File: config.mk
export PLATFORM = sky130hd
export DESIGN_NAME = uart_rx_deser
export DESIGN_NICKNAME = d
export VERILOG_FILES = /design/src/rtl/uart_rx_deser.sv
export SDC_FILE = /design/constraint.sdc
export NUM_CORES = 1
export LEC_CHECK = 0
export ABC_CLOCK_PERIOD_IN_PS = 2840
export CORE_ASPECT_RATIO = 1.1
export CORE_MARGIN = 2
export CORE_UTILIZATION = 30
export DETAILED_ROUTE_END_ITERATION = 6
export GPL_ROUTABILITY_DRIVEN = 0
export SYNTH_ARGS = -nofsm -noshare
export SYNTH_HDL_FRONTEND = slang
export SYNTH_SLANG_ARGS = --single-unit
export TNS_END_PERCENT = 20
File: constraint.sdc
create_clock -name clk -period 2.84 [get_ports clk]
set_clock_uncertainty 0.05 [all_clocks]
set_input_delay 0.852 -clock clk [delete_from_list [all_inputs] [get_ports clk]]
set_output_delay 0.852 -clock clk [all_outputs]
set_load 0.01 [all_outputs]
File: src/rtl/uart_rx_deser.sv
// Oversampling UART receiver: takes the asynchronous rxd line and delivers
// complete bytes (8 data bits, optional parity) to the RX FIFO, with error pulses.
//
// state  | meaning
// IDLE   | line idle, waiting for a falling edge (start bit)
// START  | checking the middle of the start bit, rejects glitches
// DATA   | shifting in D0..D7, LSB first
// PARITY | sampling the parity bit
// STOP   | sampling the stop bit, pushing the byte or flagging errors
// BREAK  | line held low after a 0x00 frame error, waiting for it to go high
module uart_rx_deser #(
    parameter int OVERSAMPLE = 16,
    parameter int DIV_WIDTH  = 16
) (
    input  logic                 clk,
    input  logic                 rst,
    input  logic                 rxd,
    input  logic [DIV_WIDTH-1:0] baud_div,
    input  logic                 parity_en,
    input  logic                 parity_odd,
    input  logic                 rx_full,
    output logic                 uart_write,
    output logic [7:0]           uart_data,
    output logic                 parity_err,
    output logic                 frame_err,
    output logic                 overrun_err,
    output logic                 rx_busy
);

    localparam int SW = (OVERSAMPLE > 1) ? $clog2(OVERSAMPLE) : 1;
    localparam logic [SW-1:0] SAMP_MID = SW'(OVERSAMPLE / 2 - 1);
    localparam logic [SW-1:0] SAMP_END = SW'(OVERSAMPLE - 1);

    typedef enum logic [2:0] {
        IDLE   = 3'd0,
        START  = 3'd1,
        DATA   = 3'd2,
        PARITY = 3'd3,
        STOP   = 3'd4,
        BREAK  = 3'd5
    } state_t;

    state_t               state_q, state_d;
    logic                 rxd_meta, rxd_s, rxd_d;
    logic [DIV_WIDTH-1:0] div_q, tick_cnt;
    logic                 par_en_q, par_odd_q, par_bad_q;
    logic [SW-1:0]        samp_cnt;
    logic [2:0]           bit_cnt;
    logic [7:0]           shift_q;
    logic                 tick, fall, at_mid, at_end;
    logic                 write_d, perr_d, ferr_d, ovr_d;

    assign tick   = (tick_cnt == div_q);
    assign fall   = rxd_d & ~rxd_s;
    assign at_mid = tick && (samp_cnt == SAMP_MID);
    assign at_end = tick && (samp_cnt == SAMP_END);

    always_ff @(posedge clk or posedge rst) begin
        if (rst) begin
            rxd_meta <= 1'b1;
            rxd_s    <= 1'b1;
            rxd_d    <= 1'b1;
        end else begin
            rxd_meta <= rxd;
            rxd_s    <= rxd_meta;
            rxd_d    <= rxd_s;
        end
    end

    always_ff @(posedge clk or posedge rst) begin
        if (rst) state_q <= IDLE;
        else     state_q <= state_d;
    end

    always_comb begin
        state_d = state_q;
        write_d = 1'b0;
        perr_d  = 1'b0;
        ferr_d  = 1'b0;
        ovr_d   = 1'b0;
        case (state_q)
            IDLE:   if (fall) state_d = START;
            START:  if (at_mid) state_d = rxd_s ? IDLE : DATA;
            DATA:   if (at_end && bit_cnt == 3'd7) state_d = par_en_q ? PARITY : STOP;
            PARITY: if (at_end) state_d = STOP;
            STOP: begin
                if (at_end) begin
                    if (rxd_s) begin
                        write_d = ~rx_full;
                        ovr_d   = rx_full;
                        perr_d  = par_bad_q;
                        state_d = IDLE;
                    end else begin
                        ferr_d  = 1'b1;
                        state_d = (shift_q == 8'h00) ? BREAK : IDLE;
                    end
                end
            end
            BREAK:  if (rxd_s) state_d = IDLE;
            default: state_d = IDLE;
        endcase
    end

    // The start sample restarts the sample counter so later samples land mid-bit.
    always_ff @(posedge clk or posedge rst) begin
        if (rst) begin
            div_q     <= '0;
            par_en_q  <= 1'b0;
            par_odd_q <= 1'b0;
            par_bad_q <= 1'b0;
            tick_cnt  <= '0;
            samp_cnt  <= '0;
            bit_cnt   <= 3'd0;
            shift_q   <= 8'h00;
            uart_data <= 8'h00;
        end else if (state_q == IDLE) begin
            if (fall) begin
                div_q     <= baud_div;
                par_en_q  <= parity_en;
                par_odd_q <= parity_odd;
                par_bad_q <= 1'b0;
                tick_cnt  <= '0;
                samp_cnt  <= '0;
                bit_cnt   <= 3'd0;
            end
        end else if (state_q != BREAK) begin
            tick_cnt <= tick ? '0 : tick_cnt + DIV_WIDTH'(1);
            if (tick) begin
                if ((state_q == START && at_mid) || samp_cnt == SAMP_END) samp_cnt <= '0;
                else samp_cnt <= samp_cnt + SW'(1);
            end
            if (state_q == DATA && at_end) begin
                shift_q <= {rxd_s, shift_q[7:1]};
                bit_cnt <= bit_cnt + 3'd1;
            end
            if (state_q == PARITY && at_end) par_bad_q <= rxd_s ^ (^shift_q) ^ par_odd_q;
            if (state_q == STOP && at_end) uart_data <= shift_q;
        end
    end

    always_ff @(posedge clk or posedge rst) begin
        if (rst) begin
            uart_write  <= 1'b0;
            parity_err  <= 1'b0;
            frame_err   <= 1'b0;
            overrun_err <= 1'b0;
            rx_busy     <= 1'b0;
        end else begin
            uart_write  <= write_d;
            parity_err  <= perr_d;
            frame_err   <= ferr_d;
            overrun_err <= ovr_d;
            rx_busy     <= (state_d != IDLE);
        end
    end

endmodule
==> metrics.md <==
| Metric | Value |
|---|---|
| Status | `complete, no violations` |
| Core footprint | `0.01081 sq mm` |
| CTS buffer count | `9` |
| Top Family by Delay on Critical Path | `simple AND/OR/NAND/NOR gates` |
| Die Y-Extent | `113.9 um` |
| P&R area growth vs syn | `26.40%` |
| Worst hold slack | `0.3059 ns` |
| Met3 Use GR | `2.800%` |
| Clk root buf | `clkbuf_16` |
| CP endpoint kind | `flop` |
| Sequential area share after synthesis | `52.53%` |
| Synth Instances | `302` |
| # Post-CTS Setup Buffers | `0` |
| Post-CTS Hold Buffers | `0` |
| Leak | `1.758 nW` |
| GR peak layer | `met2` |
| ANT cells | `0` |
| Avg Synthesized Cell Area | `10.91 sq um` |
| Slew @ Worst Pin | `0.5841 ns` |
| Slowest Stage Delay on Critical Path | `0.43 ns` |
| Post-route ant nets | `0` |
| Met1 GRT Util | `15.70%` |
| Most common cell after layout, fill and taps aside | `dfrtp_1` |
| Dominant cell type by area after synthesis | `dfrtp_1` |
| Cell Rows | `40` |
| Pwr Density | `715.2 mW/mm^2` |
| Most frequent cells in the layout | `66 x dfrtp_1, 34 x clkdlybuf4s50_1, 28 x xnor2_1, 27 x mux2_2, 24 x nand2_1` |
| Primary FF master, synth | `dfrtp_1` |
| Grt total ovfl | `0` |
| Synth warnings | `0` |
| Number of synthesized flops with an enable pin | `0` |
| Clock Latency Late Sink | `0.33 ns` |
| Final period util | `81.20%` |
| Flops & latches, synth | `69` |
| TNS Setup | `0 ns` |
| Synth top area share | `50.13%` |
| Final wirelength | `6602 um` |
| Die ar. | `0.01184 sq mm` |
| Number of port buffers | `34` |
| CP Buf/Inv Count | `0` |
| DR WL/cell | `13.31 um` |
| Initial Util | `30.47%` |
| Synth area leaders | `dfrtp_1 50%, mux2_2 9.2%, xnor2_1 7.4%, ha_1 3.0%, nand2_1 2.7%` |
| Via density | `4.639` |
| Sink Count | `69` |
| Total Nets Final | `374` |
| Initial DRC count | `140` |
| Min cycle time layout | `2.306 ns` |
| H-tree depth | `3` |
| Max IR drop VDD | `0.3388 mV` |
| Fmax | `433.7 MHz` |
| Async SR Flop Fraction | `100.0%` |
| Worst-path clk slew | `0.05 ns` |
| Slew Limit Fails | `0` |
| Chip Width | `103.9 um` |
| CTS tree | `done` |
| Critical Path AT | `2.47 ns` |
| RSZ-0062 raised after global routing | `false` |
| Via count | `2301` |
| Min-Delay Path Class | `reg -> reg` |
| Post-Layout Cell Count | `496` |
| M2 GR Usage | `20.61%` |
| Vias in the first global route | `2365` |
| Post_cts resized | `0` |
| Ports | `35` |
| Max Root-Sink Buffers | `2` |
| Largest net degree at the start of global routing | `54` |
| Placed wire-length estimate | `4732 um` |
| Cells after DPL | `480` |
| Post-synthesis cell type count | `45` |
| Slowest CP cell | `dfrtp_1` |
| First-pass GRT wire length | `11720 um` |
| Global router's overall resource usage | `12.59%` |
| Fin util | `38.52%` |
| Final Hold Fails | `0` |
| Final setup vio count | `0` |
| Crit-path cells | `xnor2_1 > nand4_1 > nor4_2 > and2_0 > nand3_1 > mux2_2` |
| Synthesized area | `0.003294 sq mm` |
| CP Max Fanout | `7` |
| MaxCap Viol Count | `0` |
| Slew HR | `61.02%` |
| Initial antenna violation count | `0` |
| Worst setup SP type | `flop` |
| DR pass1 iterations | `4` |
| Post-route DRC | `0` |
| Net count of the mapped netlist | `332` |
| Setup Crit Path Kind | `reg -> reg` |
| Critical Path RT | `3.00 ns` |
| Layout cells sized above 1 | `16.62%` |
power by group:
part,internal [mW],switching [mW],total [mW]
logic,0.285,0.198,0.483
clock network,0.813,0.392,1.21
registers,1.15,0.144,1.29
total,2.24,0.734,2.98
metal layers:
metal / wire [um] / share of wire [%]
met3: 174 / 2.6
met1: 3146 / 48
met2: 3134 / 47
met4: 146 / 2.2
met5: 0 / 0
worst register-to-register path, stage by stage, from the launching register on:
cell     delay, ns
dfrtp_1       0.43
xnor2_1       0.16
nand4_1       0.14
nor4_2        0.36
and2_0        0.30
nand3_1       0.36
mux2_2        0.39
synth_stat cells, drive strengths merged, types with 4 or more instances:
master and instances:
a21o 4, nand4 6, and3 7, ha 8, nand2 25, nor2 20
nand3 8, clkbuf 5, dfrtp 66, xnor2 28, mux2 27, or3 7
o21ai 17, buf 5, inv 17, a21oi 9
state kept, by name, summed over array words and instances, names as in the netlist:
register and count:
tick_cnt 16, par_odd_q 1, rxd_s 1, uart_data 8
bit_cnt 3, samp_cnt 4, div_q 16, overrun_err 1
shift_q 8, rx_busy 1, rxd_meta 1, state_q 3
par_en_q 1, frame_err 1, parity_err 1, uart_write 1
par_bad_q 1, rxd_d 1
cell families (layout without fill, tap and decap cells):
group,Yosys count,count (layout),synth area share (%)
flops,69,69,52.53
mux,29,29,9.837
xor+xnor,30,30,7.976
compound gates,46,46,8.697
buf+inv,27,74,3.342
simple gates,93,93,14.58
fa+ha+maj,8,8,3.038
final cells by class:
| type | instances | area, sq um |
|---|---|---|
| well taps | 147 | 183.9 |
| repair buffers | 41 | 405.4 |
| flip-flops and latches | 69 | 1730 |
| clock buffers | 12 | 256.5 |
| clock inverters | 4 | 70.07 |
| inverters | 17 | 63.81 |
| fillers | 1119 | 6646 |
| multi-input cells | 206 | 1454 |
stage by stage:
step / setup WS (ns) / power, mW / area, sq um
detailed placement: 0.5223 / 1.794 / 3837
CTS: 0.4900 / 3.023 / 4164
global placement: 0.6120 / 1.784 / 3837
finish: 0.5340 / 2.978 / 4164
floorplan: 0.2031 / 1.645 / 3294
global route: 0.3364 / 3.142 / 4164
final timing paths:
| path | from | to | slack (ns) | cells past startpoint |
|---|---|---|---|---|
| setup / recovery | tick_cnt[12]$_DFFE_PP0P_ | uart_data[7]$_DFFE_PP0P_ | 0.53 | 6 |
| hold / removal | rxd_meta$_DFF_PP1_ | rxd_s$_DFF_PP1_ | 0.31 | 0 |
| setup reg to reg | tick_cnt[12]$_DFFE_PP0P_ | uart_data[7]$_DFFE_PP0P_ | 0.53 | 6 |
| hold reg to reg | rxd_meta$_DFF_PP1_ | rxd_s$_DFF_PP1_ | 0.31 | 0 |
| max in group asynchronous | rst | rxd_meta$_DFF_PP1_ | 1.32 | 3 |
| min in group asynchronous | rst | uart_data[3]$_DFFE_PP0P_ | 0.76 | 2 |
No activity file was read; power rests on OpenSTA's default activity.
==> patch 1, RTL diff (same settings) <==
Register the inputs `rxd` and `baud_div` before use. The logic sees them one clock later. The other inputs are not delayed to match.
--- a/src/rtl/uart_rx_deser.sv
+++ b/src/rtl/uart_rx_deser.sv
@@ -41,4 +41,12 @@
     } state_t;
 
+    logic rxd_q;
+    logic [DIV_WIDTH-1:0] baud_div_q;
+
+    always_ff @(posedge clk) begin
+        rxd_q      <= rxd;
+        baud_div_q <= baud_div;
+    end
+
     state_t               state_q, state_d;
     logic                 rxd_meta, rxd_s, rxd_d;
@@ -62,5 +70,5 @@
             rxd_d    <= 1'b1;
         end else begin
-            rxd_meta <= rxd;
+            rxd_meta <= rxd_q;
             rxd_s    <= rxd_meta;
             rxd_d    <= rxd_s;
@@ -116,5 +124,5 @@
         end else if (state_q == IDLE) begin
             if (fall) begin
-                div_q     <= baud_div;
+                div_q     <= baud_div_q;
                 par_en_q  <= parity_en;
                 par_odd_q <= parity_odd;
Behaviour: not the same (a bounded check fails within 4 cycles, from zero or initial values and one cycle with rst high).
==> patch 1 against the unedited design <==
  * Sequential cell count up 17
  * Maximum frequency down 7.4%
  * Critical path depth up 1
  * Worst setup slack worse by 180 ps
  * Power up 28%
  * Routed wire length up 5.9%
  * Design area up 12%
  * Synthesized area up 14%
  * Hold slack worse by 60 ps
  * First-iteration DRC count up 0.71%
==> patch 1: results (changes against the unedited design) <==
Outcome
  – Run status: completed (unchanged)

Yosys
  – Multiplexer share of the synthesized area: 0.0920 (was 0.0984)
  – Leading cell types by count after synthesis: sky130_fd_sc_hd__dfrtp_1 (66), sky130_fd_sc_hd__nand2_1 (32), sky130_fd_sc_hd__xor2_1 (27) (was sky130_fd_sc_hd__dfrtp_1 (66), sky130_fd_sc_hd__xnor2_1 (28), sky130_fd_sc_hd__mux2_2 (27))
  – Net count after synthesis: 346 (was 332)
  – Unique cell type count in the Yosys netlist: 42 (was 45)
  – Synthesized netlist cell count: 316 (was 302)
  – Area share of fa/ha/maj cells after synthesis: 0.0268 (was 0.0304)
  – Synth Area in Compound Gates: 0.0609 (was 0.0870)

Route
  – DRT met1 WL: 3.28 mm (was 3.15 mm)
  – Per-cell routed wire length: 13.4 um (was 13.3 um)
  – WL met3: 283 um (was 174 um)
  – Number of design-rule violations left by the first detailed-router iteration: 141 (was 140)
  – Routed via count divided by cell count: 4.70 (was 4.64)

Power
  – Peak ir drop on the vdd network: 0.388 mV (was 0.339 mV)
  – Power density over the cells: 819 nW/um^2 (was 715 nW/um^2)
  – Leakage power summed over all cells: 2.04 nW (was 1.76 nW)
  – Seq pwr share: 0.427 (was 0.433)
  – Comb pwr: 876 uW (was 483 uW)
  – Share of total power consumed by net switching: 0.300 (was 0.247)

Setup path
  – Critical path peak fanout: 8 (was 7)
  – Delay of the slowest critical-path stage: 500 ps (was 430 ps)
  – Critical R2R Capture: shift_q[7]$_DFFE_PP0P_ (was uart_data[7]$_DFFE_PP0P_)
  – Slowest CP cell: sky130_fd_sc_hd__nor4_1 (was sky130_fd_sc_hd__dfrtp_1)
  – Critical path arrival: 2650 ps (was 2470 ps)

Place
  – DP HPWL: 4.90 mm (was 4.73 mm)
  – Setup slack after placement: 415 ps (was 522 ps)
  – Dpl cells: 506 (was 480)
  – Placement Cell Area: 4330 um^2 (was 3840 um^2)

GRT
  – Global routing usage on met1: 0.144 (was 0.157)
  – Met3 Track Usage GR: 0.0260 (was 0.0280)
  – Maximum number of pins on one net before global-route repair: 70 (was 54)
  – Global-route track usage on met2: 0.174 (was 0.206)
  – Global-route wire length before repair: 11.8 mm (was 11.7 mm)
  – Number of global-route vias before repair: 2418 (was 2365)

STA
  – Transition at the pin with the smallest max-transition slack: 628 ps (was 584 ps)
  – Final clock period utilization by the worst path: 0.877 (was 0.812)
  – Worst Hold Margin: 246 ps (was 306 ps)

Finish
  – Regs by FF count: baud_div_q: 16 flops, div_q: 16 flops, tick_cnt: 16 flops (was div_q: 16 flops, tick_cnt: 16 flops)
  – Number of non-filler instances in the completed layout: 522 (was 496)
  – Layout cells sized above 1: 0.174 (was 0.166)
  – Total number of nets in the final design: 393 (was 374)

Worst hold path
  – Origin of the worst min-delay path: rxd_q$_DFF_P_ (was rxd_meta$_DFF_PP1_)
## patch 1: changes by cell type in the layout (fill, tap and decap cells not counted), moves of 7 or more
cell                      before  now
sky130_fd_sc_hd__a21oi_1       9    2
sky130_fd_sc_hd__dfxtp_1       0   17
sky130_fd_sc_hd__mux2_2       27   19
sky130_fd_sc_hd__mux2_4        0    8
sky130_fd_sc_hd__nand2_1      24   32
sky130_fd_sc_hd__or3_1         7    0
sky130_fd_sc_hd__xnor2_1      28    9
sky130_fd_sc_hd__xor2_1        2   27
## patch 1: kinds of logic after synthesis
family / after synthesis
AOI/OAI and AO/OA: 36
xor gates and xnor gates: 36
adders and majority gates: 8
buffers and inverters: 23
DFF: 86
muxes: 28
and+or+nand+nor: 99
## patch 1: final cells by class
type                       count  area, um^2
clock buffer                  12         267
clock inverter                 4        77.6
fill                        1150        7420
inverter                      16        60.1
multi-input combinational    207        1580
sequential                    86        2070
tap                          154         193
timing repair buffer          43         420
==> patch 2, RTL diff (same settings) <==
Made on the original files. `OVERSAMPLE`: 16 -> 8.
--- a/src/rtl/uart_rx_deser.sv
+++ b/src/rtl/uart_rx_deser.sv
@@ -10,5 +10,5 @@
 // BREAK  | line held low after a 0x00 frame error, waiting for it to go high
 module uart_rx_deser #(
-    parameter int OVERSAMPLE = 16,
+    parameter int OVERSAMPLE = 8,
     parameter int DIV_WIDTH  = 16
 ) (
Formal check against the unedited RTL: not equivalent (Yosys sat finds a counterexample within 10 cycles, from zero or initial values and one cycle with rst high).
==> patch 2 against the unedited design <==
  * Clock power fell by 8%
  * Count of clock-buffer cells in the layout shrank 2
  * Combinational power fell by 43%
  * Sequential cell count shrank 1
  * Worst setup slack better by 0.63 ps
  * Routed wire length decreased by 7.0%
  * Sequential share of layout area rose by 0.39 points
  * Sequential power is 10% lower
  * Synthesized area shrank 1.6%
  * Design area shrank 2.4%
  * Via count shrank 1.9%
  * Power fell by 15%
==> patch 2: results (changes against the unedited design) <==
Finish
  – Number of non-filler instances in the completed layout: 493 (was 496)
  – Layout cells sized above 1: 0.143 (was 0.166)
  – Regs by FF count: div_q: 16 flops, tick_cnt: 16 flops (unchanged)
  – Total number of nets in the final design: 377 (was 374)
  – N_diodes: 0 (unchanged)

Clock tree
  – Total clock buffers created by CTS: 9 (unchanged)
  – Cells resized by post-CTS repair: 0 (unchanged)
  – Max Root-Sink Buffers: 2 (unchanged)
  – Post-CTS setup repair buffer count: 0 (unchanged)
  – Post-CTS clock slew at the launch and capture registers of the worst setup and hold paths: 60 ps
  – Clock latency reported for the late side of the worst-skew pair: 330 ps (about the same)
  – Root buffer cell: sky130_fd_sc_hd__clkbuf_16 (unchanged)
  – Total number of H-tree levels: 3 (unchanged)

Worst hold path
  – Worst hold path class: reg2reg (unchanged)

GRT
  – Maximum number of pins on one net before global-route repair: 28 (was 54)
  – Number of antenna violations at the first check in global routing: 0 (unchanged)
  – Number of global-route vias before repair: 2182 (was 2365)
  – Total global routing overflow: 0 (unchanged)
  – Global-route wire length before repair: 10.6 mm (was 11.7 mm)
  – Global-route usage over all layers: 0.117 (was 0.126)

Place
  – DP HPWL: 4.45 mm (was 4.73 mm)
  – Dpl cells: 477 (was 480)
  – Placement Cell Area: 3760 um^2 (was 3840 um^2)
  – Count of input and output buffers: 34 (unchanged)
  – Setup slack after placement: 508 ps (was 522 ps)

Floorplanning
  – Total Die Area: 11700 um^2 (was 11800 um^2)

Yosys
  – Net count after synthesis: 337 (was 332)
  – Post-synthesis average cell area: 10.6 um^2 (was 10.9 um^2)
  – Unique cell type count in the Yosys netlist: 40 (was 45)
  – Leading cell types by count after synthesis: sky130_fd_sc_hd__dfrtp_1 (65), sky130_fd_sc_hd__nand2_1 (35), sky130_fd_sc_hd__nor2_1 (29), sky130_fd_sc_hd__xnor2_1 (29) (was sky130_fd_sc_hd__dfrtp_1 (66), sky130_fd_sc_hd__xnor2_1 (28), sky130_fd_sc_hd__mux2_2 (27))
  – Synthesis Warnings: 0 (unchanged)
  – Most area-consuming cells after synthesis: sky130_fd_sc_hd__dfrtp_1 (50%), sky130_fd_sc_hd__xnor2_1 (7.8%), sky130_fd_sc_hd__mux2_2 (6.6%) (was sky130_fd_sc_hd__dfrtp_1 (50%), sky130_fd_sc_hd__mux2_2 (9.2%), sky130_fd_sc_hd__xnor2_1 (7.4%))
  – Synth async-reset ratio: 1.00 (unchanged)
  – Portion of the post-synthesis area used by sequential elements: 0.526 (was 0.525)

STA
  – Relative slew slack: 0.570 (was 0.610)

Route
  – Number of design-rule violations left by the first detailed-router iteration: 83 (was 140)
  – Routed via count divided by cell count: 4.58 (was 4.64)
  – DR pass1 iterations: 5 (was 4)
  – Routed wire length: 6.14 mm (was 6.60 mm)

Power
  – Leakage power summed over all cells: 1.70 nW (was 1.76 nW)
  – Peak ir drop on the vdd network: 0.456 mV (was 0.339 mV)

Setup path
  – Critical path peak fanout: 16 (was 7)
  – Critical path arrival: 2430 ps (was 2470 ps)

Outcome
  – Run status: completed (unchanged)
## patch 2: worst max-delay path: stages, from the launching register on
cell and delay [ps]:
sky130_fd_sc_hd__dfrtp_1 430, sky130_fd_sc_hd__xnor2_1 230, sky130_fd_sc_hd__nand4_1 130, sky130_fd_sc_hd__nor4_2 290, sky130_fd_sc_hd__buf_4 230, sky130_fd_sc_hd__nor2_1 100, sky130_fd_sc_hd__nor2_2 520, sky130_fd_sc_hd__mux2i_1 170
## patch 2: cell families (layout without fill, tap and decap cells)
| kind of cell | Yosys count | in the layout | share of synthesized area |
|---|---|---|---|
| adder cells (fa/ha/maj) | 10 | 10 | 0.0386 |
| AO/OA/AOI/OAI | 34 | 34 | 0.0641 |
| multiplexers | 22 | 22 | 0.0768 |
| AND/OR/NAND/NOR | 110 | 110 | 0.166 |
| flip-flops | 68 | 68 | 0.526 |
| XOR/XNOR | 35 | 35 | 0.0946 |
| buffers and inverters | 26 | 71 | 0.0332 |
## patch 2: where the power goes
group / switching [mW] / internal, mW
sequential: 0.101 / 1.06
combinational: 0.116 / 0.161
clock: 0.423 / 0.688
## patch 2: metrics by stage
step | hold slack [ps] | util
floorplan | 295 | -
finish | 316 | 0.389
global route | 318 | 0.389
global placement | 313 | 0.360
CTS | 315 | 0.389
detailed placement | 313 | 0.360
## patch 2: worst paths after layout
check / start / depth (start not counted) / slack (ps) / to
min reg2reg: rxd_meta$_DFF_PP1_ / 0 / 320 / rxd_s$_DFF_PP1_
max in group asynchronous: rst / 3 / 1270 / rxd_d$_DFF_PP1_
max reg2reg: tick_cnt[8]$_DFFE_PP0P_ / 7 / 530 / samp_cnt[0]$_DFFE_PP0P_
max: tick_cnt[8]$_DFFE_PP0P_ / 7 / 530 / samp_cnt[0]$_DFFE_PP0P_
min: rxd_meta$_DFF_PP1_ / 0 / 320 / rxd_s$_DFF_PP1_
min in group asynchronous: rst / 2 / 820 / tick_cnt[5]$_DFFE_PP0P_
## patch 2: layout make-up
| type | instances | area (um^2) |
|---|---|---|
| Tap cell | 143 | 179 |
| Inverter | 16 | 60.1 |
| Multi-Input combinational cell | 211 | 1430 |
| Sequential cell | 68 | 1710 |
| Clock buffer | 10 | 229 |
| Fill cell | 1061 | 6380 |
| Clock inverter | 6 | 73.8 |
| Timing Repair Buffer | 39 | 390 |
## patch 2: routing by layer
layer	wire length, um	vias up	GRT usage
met5	0	-	0
met4	151	0	0.0465
met3	309	17	0.0414
met2	2870	59	0.178
met1	2810	1063	0.153
li1	-	1119	-
